`config.mk`:
```
export PLATFORM = sky130hd
export DESIGN_NAME = id_ex_pipe
export DESIGN_NICKNAME = d
export VERILOG_FILES = /design/src/rtl/id_ex_pipe.sv
export SDC_FILE = /design/constraint.sdc
export NUM_CORES = 1
export LEC_CHECK = 0
export CORE_AREA = 2 2 137 139
export CTS_BUF_LIST = sky130_fd_sc_hd__clkbuf_8
export DETAILED_ROUTE_END_ITERATION = 7
export DIE_AREA = 0 0 139 141
export HOLD_SLACK_MARGIN = 0.12
export PLACE_DENSITY = 0.71
export SYNTH_ARGS = -nofsm -noshare
export SYNTH_HDL_FRONTEND = slang
export SYNTH_SLANG_ARGS = --single-unit
export TNS_END_PERCENT = 10
```
`constraint.sdc`:
```
create_clock -name clk -period 3 [get_ports clk]
set_input_delay 0.9 -clock clk [delete_from_list [all_inputs] [get_ports clk]]
set_output_delay 0.9 -clock clk [all_outputs]
set_load 0.02 [all_outputs]
```
`src/rtl/id_ex_pipe.sv`:
```
// ID/EX pipeline register with load-use interlock, flush-driven bubbles and a
// saturating bubble counter. A bubble is an all-zero slot with ALU class 3'b111.
module id_ex_pipe #(
    parameter int XLEN   = 32,
    parameter int BCNT_W = 16
) (
    input  logic              clk,
    input  logic              rst,

    input  logic              id_valid,
    input  logic              id_br,
    input  logic              id_mem_read,
    input  logic              id_mem2reg,
    input  logic              id_mem_write,
    input  logic              id_br_addr_mode,
    input  logic              id_regs_write,
    input  logic [2:0]        id_alu_op,
    input  logic [1:0]        id_alu_src1,
    input  logic [1:0]        id_alu_src2,
    input  logic [XLEN-1:0]   id_pc,
    input  logic [XLEN-1:0]   id_rs1_data,
    input  logic [XLEN-1:0]   id_rs2_data,
    input  logic [XLEN-1:0]   id_imm,
    input  logic [4:0]        id_rs1,
    input  logic [4:0]        id_rs2,
    input  logic [4:0]        id_rd,
    input  logic [2:0]        id_funct3,
    input  logic [6:0]        id_funct7,

    input  logic              ex_flush,

    output logic              ex_valid,
    output logic              ex_br,
    output logic              ex_mem_read,
    output logic              ex_mem2reg,
    output logic              ex_mem_write,
    output logic              ex_br_addr_mode,
    output logic              ex_regs_write,
    output logic [2:0]        ex_alu_op,
    output logic [1:0]        ex_alu_src1,
    output logic [1:0]        ex_alu_src2,
    output logic [XLEN-1:0]   ex_pc,
    output logic [XLEN-1:0]   ex_rs1_data,
    output logic [XLEN-1:0]   ex_rs2_data,
    output logic [XLEN-1:0]   ex_imm,
    output logic [4:0]        ex_rs1,
    output logic [4:0]        ex_rs2,
    output logic [4:0]        ex_rd,
    output logic [2:0]        ex_funct3,
    output logic [6:0]        ex_funct7,

    output logic              hazard_stall,
    output logic [BCNT_W-1:0] bubble_cnt
);

    typedef struct packed {
        logic            valid;
        logic            br;
        logic            mem_read;
        logic            mem2reg;
        logic            mem_write;
        logic            br_addr_mode;
        logic            regs_write;
        logic [2:0]      alu_op;
        logic [1:0]      alu_src1;
        logic [1:0]      alu_src2;
        logic [XLEN-1:0] pc;
        logic [XLEN-1:0] rs1_data;
        logic [XLEN-1:0] rs2_data;
        logic [XLEN-1:0] imm;
        logic [4:0]      rs1;
        logic [4:0]      rs2;
        logic [4:0]      rd;
        logic [2:0]      funct3;
        logic [6:0]      funct7;
    } ex_t;

    ex_t              ex_q, ex_d;
    ex_t              nop_c;
    ex_t              id_c;
    logic [BCNT_W-1:0] bcnt_q, bcnt_d;
    logic             hazard;
    logic             bubble;

    always_comb begin
        nop_c        = '0;
        nop_c.alu_op = 3'b111;
    end

    // Conservative: both source indices are compared whatever the format.
    always_comb begin
        hazard = id_valid & ex_q.valid & ex_q.mem_read & (ex_q.rd != 5'd0) &
                 ((ex_q.rd == id_rs1) | (ex_q.rd == id_rs2));
        bubble = ex_flush | hazard;
    end

    assign hazard_stall = hazard & ~ex_flush;

    always_comb begin
        id_c.valid        = id_valid;
        id_c.br           = id_br;
        id_c.mem_read     = id_mem_read;
        id_c.mem2reg      = id_mem2reg;
        id_c.mem_write    = id_mem_write;
        id_c.br_addr_mode = id_br_addr_mode;
        id_c.regs_write   = id_regs_write;
        id_c.alu_op       = id_alu_op;
        id_c.alu_src1     = id_alu_src1;
        id_c.alu_src2     = id_alu_src2;
        id_c.pc           = id_pc;
        id_c.rs1_data     = id_rs1_data;
        id_c.rs2_data     = id_rs2_data;
        id_c.imm          = id_imm;
        id_c.rs1          = id_rs1;
        id_c.rs2          = id_rs2;
        id_c.rd           = id_rd;
        id_c.funct3       = id_funct3;
        id_c.funct7       = id_funct7;
        // An empty ID slot must never reach EX with live write enables.
        if (!id_valid) begin
            id_c.br           = 1'b0;
            id_c.mem_read     = 1'b0;
            id_c.mem2reg      = 1'b0;
            id_c.mem_write    = 1'b0;
            id_c.br_addr_mode = 1'b0;
            id_c.regs_write   = 1'b0;
            id_c.alu_op       = 3'b111;
            id_c.alu_src1     = 2'b00;
            id_c.alu_src2     = 2'b00;
        end
    end

    always_comb begin
        ex_d   = bubble ? nop_c : id_c;
        bcnt_d = bcnt_q;
        if (bubble && (bcnt_q != {BCNT_W{1'b1}})) begin
            bcnt_d = bcnt_q + BCNT_W'(1);
        end
    end

    always_ff @(posedge clk) begin
        if (rst) begin
            ex_q   <= nop_c;
            bcnt_q <= '0;
        end else begin
            ex_q   <= ex_d;
            bcnt_q <= bcnt_d;
        end
    end

    assign ex_valid        = ex_q.valid;
    assign ex_br           = ex_q.br;
    assign ex_mem_read     = ex_q.mem_read;
    assign ex_mem2reg      = ex_q.mem2reg;
    assign ex_mem_write    = ex_q.mem_write;
    assign ex_br_addr_mode = ex_q.br_addr_mode;
    assign ex_regs_write   = ex_q.regs_write;
    assign ex_alu_op       = ex_q.alu_op;
    assign ex_alu_src1     = ex_q.alu_src1;
    assign ex_alu_src2     = ex_q.alu_src2;
    assign ex_pc           = ex_q.pc;
    assign ex_rs1_data     = ex_q.rs1_data;
    assign ex_rs2_data     = ex_q.rs2_data;
    assign ex_imm          = ex_q.imm;
    assign ex_rs1          = ex_q.rs1;
    assign ex_rs2          = ex_q.rs2;
    assign ex_rd           = ex_q.rd;
    assign ex_funct3       = ex_q.funct3;
    assign ex_funct7       = ex_q.funct7;
    assign bubble_cnt      = bcnt_q;

endmodule

```
## Word-level counts from Yosys, hierarchy flattened

Index checks and enable logic that the tools add are counted.
Widths: inputs -> output; s select.

| storage, ports and cells | value |
|---|---|
| input bits | 170 |
| output and inout port bits | 184 |
| bits in registers | 183 |
| word-level logic and storage cells | 37 |

| operators by class | value |
|---|---|
| add/sub/neg operators | 1 |
| reductions and logical operators | 4 |
| bitwise operators | 9 |
| equality and inequality tests | 3 |

Operator list:

| operator | number |
|---|---|
| $add 16x1->16 const B | 1 |
| $ne 16x16->1 const B | 1 |
| $eq 5x5->1 | 2 |
| $and 1x1->1 | 5 |
| $reduce_bool 5->1 | 1 |
| $reduce_or 3->1 | 1 |
| $not 1->1 | 2 |
| $or 1x1->1 | 2 |
| $reduce_or 2->1 | 1 |
| $logic_and 1x1->1 | 1 |

## Depth between registers and ports, before layout

| logic depth | value |
|---|---|
| depth after elaboration | 6 |
| depth in mapped cells | 8 |
| mapped depth without buffers | 7 |

## Worst setup path before layout

OpenSTA, ideal clock, no wires.

| path | value |
|---|---|
| path kind | input to output |
| start point | input id_rs2[4] |
| end point | output hazard_stall |
| data arrival time | 1.897 ns |
| required time | 2.100 ns |
| buffers on the path | 0 |
| stages | 4 |
| path slack | 0.203 ns |
| path through | xnor2_1 > nand3_1 > o22a_1 > nor3_1 |

| between the ends | value |
|---|---|
| longest elaborated chain between the ends | 4 |

RTL lines:

| item | line | source |
|---|---|---|
| start, declared | 25 | `input logic [4:0] id_rs2,` |
| $eq 5x5->1 | 93 | `((ex_q.rd == id_rs1) \| (ex_q.rd == id_rs2));` |
| $or 1x1->1 | 93 |  |
| $and 1x1->1 | 92 | `hazard = id_valid & ex_q.valid & ex_q.mem_read & (ex_q.rd != 5'd0) &` |
| $and 1x1->1 | 97 | `assign hazard_stall = hazard & ~ex_flush;` |
| end, declared | 52 | `output logic hazard_stall,` |

No other way between the ends.

## Worst setup path after layout

| path | value |
|---|---|
| start point | input id_rs2[3] |
| end point | output hazard_stall |

The elaborated chain is that of the path after synthesis.

==> flow_summary.toml <==
[outcome]
status = "finished clean"

[global_routing]
met3_usage_pct = 9.307
grt_pass1_wl_microns = 25890
grt_overflow_total = 0
track_usage_pct = 17.52
grt_max_degree = 110
gr-usage-met1_pct = 17.79
antenna_found_initial = 0
grt_pass1_vias = 4667
grt_use_met2_pct = 31.19
grt-busiest-layer = "met2"

[pwr]
combPwrFrac_pct = 13.5
p_int_w = 0.003802
p_leak_nw = 3.855
swShare_pct = 24.21
p_total_w = 0.005016
sequentialPowerShare_pct = 50.8
p_clk_share_pct = 35.7
switchingPower_w = 0.001214
power.density_nw_per_um2 = 505.3
ir_worst_vdd_uv = 404.4

[synthesis]
synth_top_family_by_area = "simple AND/OR/NAND/NOR gates"
synthMuxAreaShare_pct = 0.8640
ys_types = 40
synth-edff-count = 0
synth_xor_area_share_pct = 1.751
yosys.area_share.adder_pct = 0.2274
yosys_warnings = 0
synth.cell_area_sq_um = 5503
synthArstFlopShare_pct = 0
syn_nets = 651
synth_area_leader_cell = "dfxtp_1"
post_synth.cell_area_avg_sq_um = 11.46
ys_seq_elements = 183
synth_compound_area_share_pct = 3.934
yosys-top-cells-count = "183 x dfxtp_1, 153 x and2_1, 18 x clkbuf_1"
synth_top_cell_area_share_pct = 66.58
synth_seq_area_share_pct = 66.58
netlist_top_cells_area = "dfxtp_1 67%, and2_1 17%, xnor2_1 1.8%"
netlist_instances = 480
synth_most_common_cell = "dfxtp_1"
synth_simple_gate_area_share_pct = 24.49
synth_top_flop_cell = "dfxtp_1"

[sta]
hold_viol = 0
fin_crit_ns = 2.908
fin_skew_ns = 0.01673
slew_viol_final = 0
timing.final.crit_share_pct = 96.92
slew_headroom_pct = 65.15
setup_viol = 0
worstMarginPinSlew_ns = 0.5188
max_freq_mhz = 343.9

[clock_tree]
numClockSinks = 183
cts.hold.buffers_added = 0
tritoncts = "done"
cts_buffer_depth = 2
cts-buffers-inserted = 17
cts-htree-levels = 4
clk_pin_slew_ns = 0.09
cts-root-buf = "clkbuf_8"
clock_latency_ns = 0.46

[route]
post_drt_wl_per_cell_microns = 15.80
wl_microns = 17450
num_vias = 4646
drc_errors = 0
drtPass1Iterations = 5
ant_nets = 0
routed_via_density = 4.208
drt_iter0_drc = 165

[critical_path]
reg2reg_depth = 11
path_class = "input pin to output pin"
crit_cells = 6
path_cells = "dlygate4sd2_1 > xnor2_1 > nand2_1 > o22a_1 > nor3_2 > buf_4"
cp_top_family = "buffers and inverters"
regToRegStartpoint = "ex_rd[2]"
critPathMaxFanout = 2
crit_path_end = "hazard_stall"
cp_num_buf_inv = 2
r2r_end = "bubble_cnt[5]"
arrival_ns = 2.01
end_kind = "output pin"
start_kind = "input pin"
critPathLaunch = "id_rs2[3]"
max_stage_delay_ns = 0.26
cp_data_required_time_ns = 2.10
cp_slowest_cell = "dlygate4sd2_1"
timing.reg2reg.setup_slack_ns = 0.28

[floorplan]
coreArea_sq_um = 18270
dieArea_sq_um = 19600
io_pins = 354
dieWidth_microns = 139
dieHeight_microns = 141
rows = 50
initial_core_util_pct = 30.12

[place]
hpwl_microns = 13350
numPortBuffers = 353
dpl.cell_count = 1059
gp_congestion = 0.8252

[min_path]
hold_start = "bubble_cnt[9]"
hp-class = "flip-flop to flip-flop"

[final_layout]
n_antenna_cell = 0
drive_gt1_share_pct = 9.770
areaGrowthSynthToFinish_pct = 80.40
stdcell_count = 1104
nets = 1029

[run]
max_cap_violations = 0
-- worst min path at each step --
| stage | to | slack (ns) | cells after the start |
|---|---|---|---|
| after global routing | bubble_cnt[15] | 0.55 | 2 |
| after global placement | bubble_cnt[9] | 0.49 | 2 |
| after CTS | bubble_cnt[9] | 0.51 | 2 |
| after detailed placement | bubble_cnt[9] | 0.50 | 2 |
| final | bubble_cnt[9] | 0.52 | 2 |
| after floorplan | bubble_cnt[15] | 0.56 | 2 |
-- layout by cell type (no fill, tap or decap), types with 4 or more instances in the layout --
cell type / synthesis / routed
o31ai_1: 6 / 6
nand3_1: 9 / 8
and2_1: 153 / 153
clkbuf_8: 0 / 18
xnor2_1: 11 / 11
dfxtp_1: 183 / 183
or2_2: 5 / 5
clkbuf_2: 0 / 5
or4_1: 6 / 6
a21oi_1: 10 / 9
nand2_1: 9 / 9
nand4_1: 4 / 4
nor2_1: 10 / 10
buf_4: 0 / 28
inv_1: 6 / 6
and3_1: 10 / 10
clkdlybuf4s50_1: 0 / 341
inv_6: 0 / 5
-- power groups by stage --
stage	Sequential, W	Clock, W	Combinational (W)
6_report	0.00255	0.00179	0.000676
5_1_grt	0.00256	0.00195	0.000719
4_1_cts	0.00255	0.00186	0.000679
3_5_place_dp	0.00261	0	0.000674
3_3_place_gp	0.00260	0	0.000671
2_1_floorplan	0.00272	0	0.000111
-- routing by layer --
| metal | share of wire (%) | vias up |
|---|---|---|
| li1 | - | 2294 |
| met1 | 35 | 2142 |
| met2 | 52 | 196 |
| met3 | 11 | 14 |
| met4 | 1.1 | 0 |
| met5 | 0 | - |
-- worst min-delay path: stages, from the launching register on --
cell and delay (ns):
dfxtp_1 0.35, o31ai_1 0.07, a21oi_1 0.06
-- state kept, by name (all words and copies together) (netlist names) --
name,flops
ex_imm,32
ex_pc,32
ex_rs1_data,32
ex_rs2_data,32
bubble_cnt,16
ex_funct7,7
ex_rd,5
ex_rs1,5
ex_rs2,5
ex_alu_op,3
ex_funct3,3
ex_alu_src1,2
ex_alu_src2,2
ex_br,1
ex_br_addr_mode,1
ex_mem2reg,1
ex_mem_read,1
ex_mem_write,1
ex_regs_write,1
ex_valid,1
-- area by class of cell --
cell class	instances	area, sq um
fillers	1624	8341
repair buffers	383	3765
flip-flops and latches	183	3664
multi-input cells	267	1754
well taps	234	292.8
clock buffers	18	247.7
clock inverters	13	181.4
inverters	6	22.52
-- stage by stage --
stage	utilization [%]	setup slack [ns]	setup TNS, ns	hold slack, ns	cell area, sq um
2_1_floorplan	-	0.2029	0	0.5605	5503
3_3_place_gp	51.47	-0.7767	-1.312	0.4905	9403
3_5_place_dp	51.47	-0.8133	-1.819	0.4951	9403
4_1_cts	54.26	0.006393	0	0.5117	9912
5_1_grt	54.34	-0.0002656	-0.0002656	0.5512	9927
6_report	54.34	0.09238	0	0.5208	9927
-- timing repair --
| item | CTS | global route |
|---|---|---|
| endpoints found under the setup margin | 1 | 11 |
| gates resized for setup | 19 | 14 |
| pin swaps | 7 | 14 |
| setup buffers | 11 | 3 |
-- cells by family (layout without fill, tap and decap cells) --
family,after synthesis,after routing
adders and majority gates,1,1
DFF,183,183
and+or+nand+nor,222,222
xor gates and xnor gates,11,11
AOI/OAI and AO/OA,29,29
buffers and inverters,30,420
muxes,4,4
No activity file was read; power rests on OpenSTA's default activity.
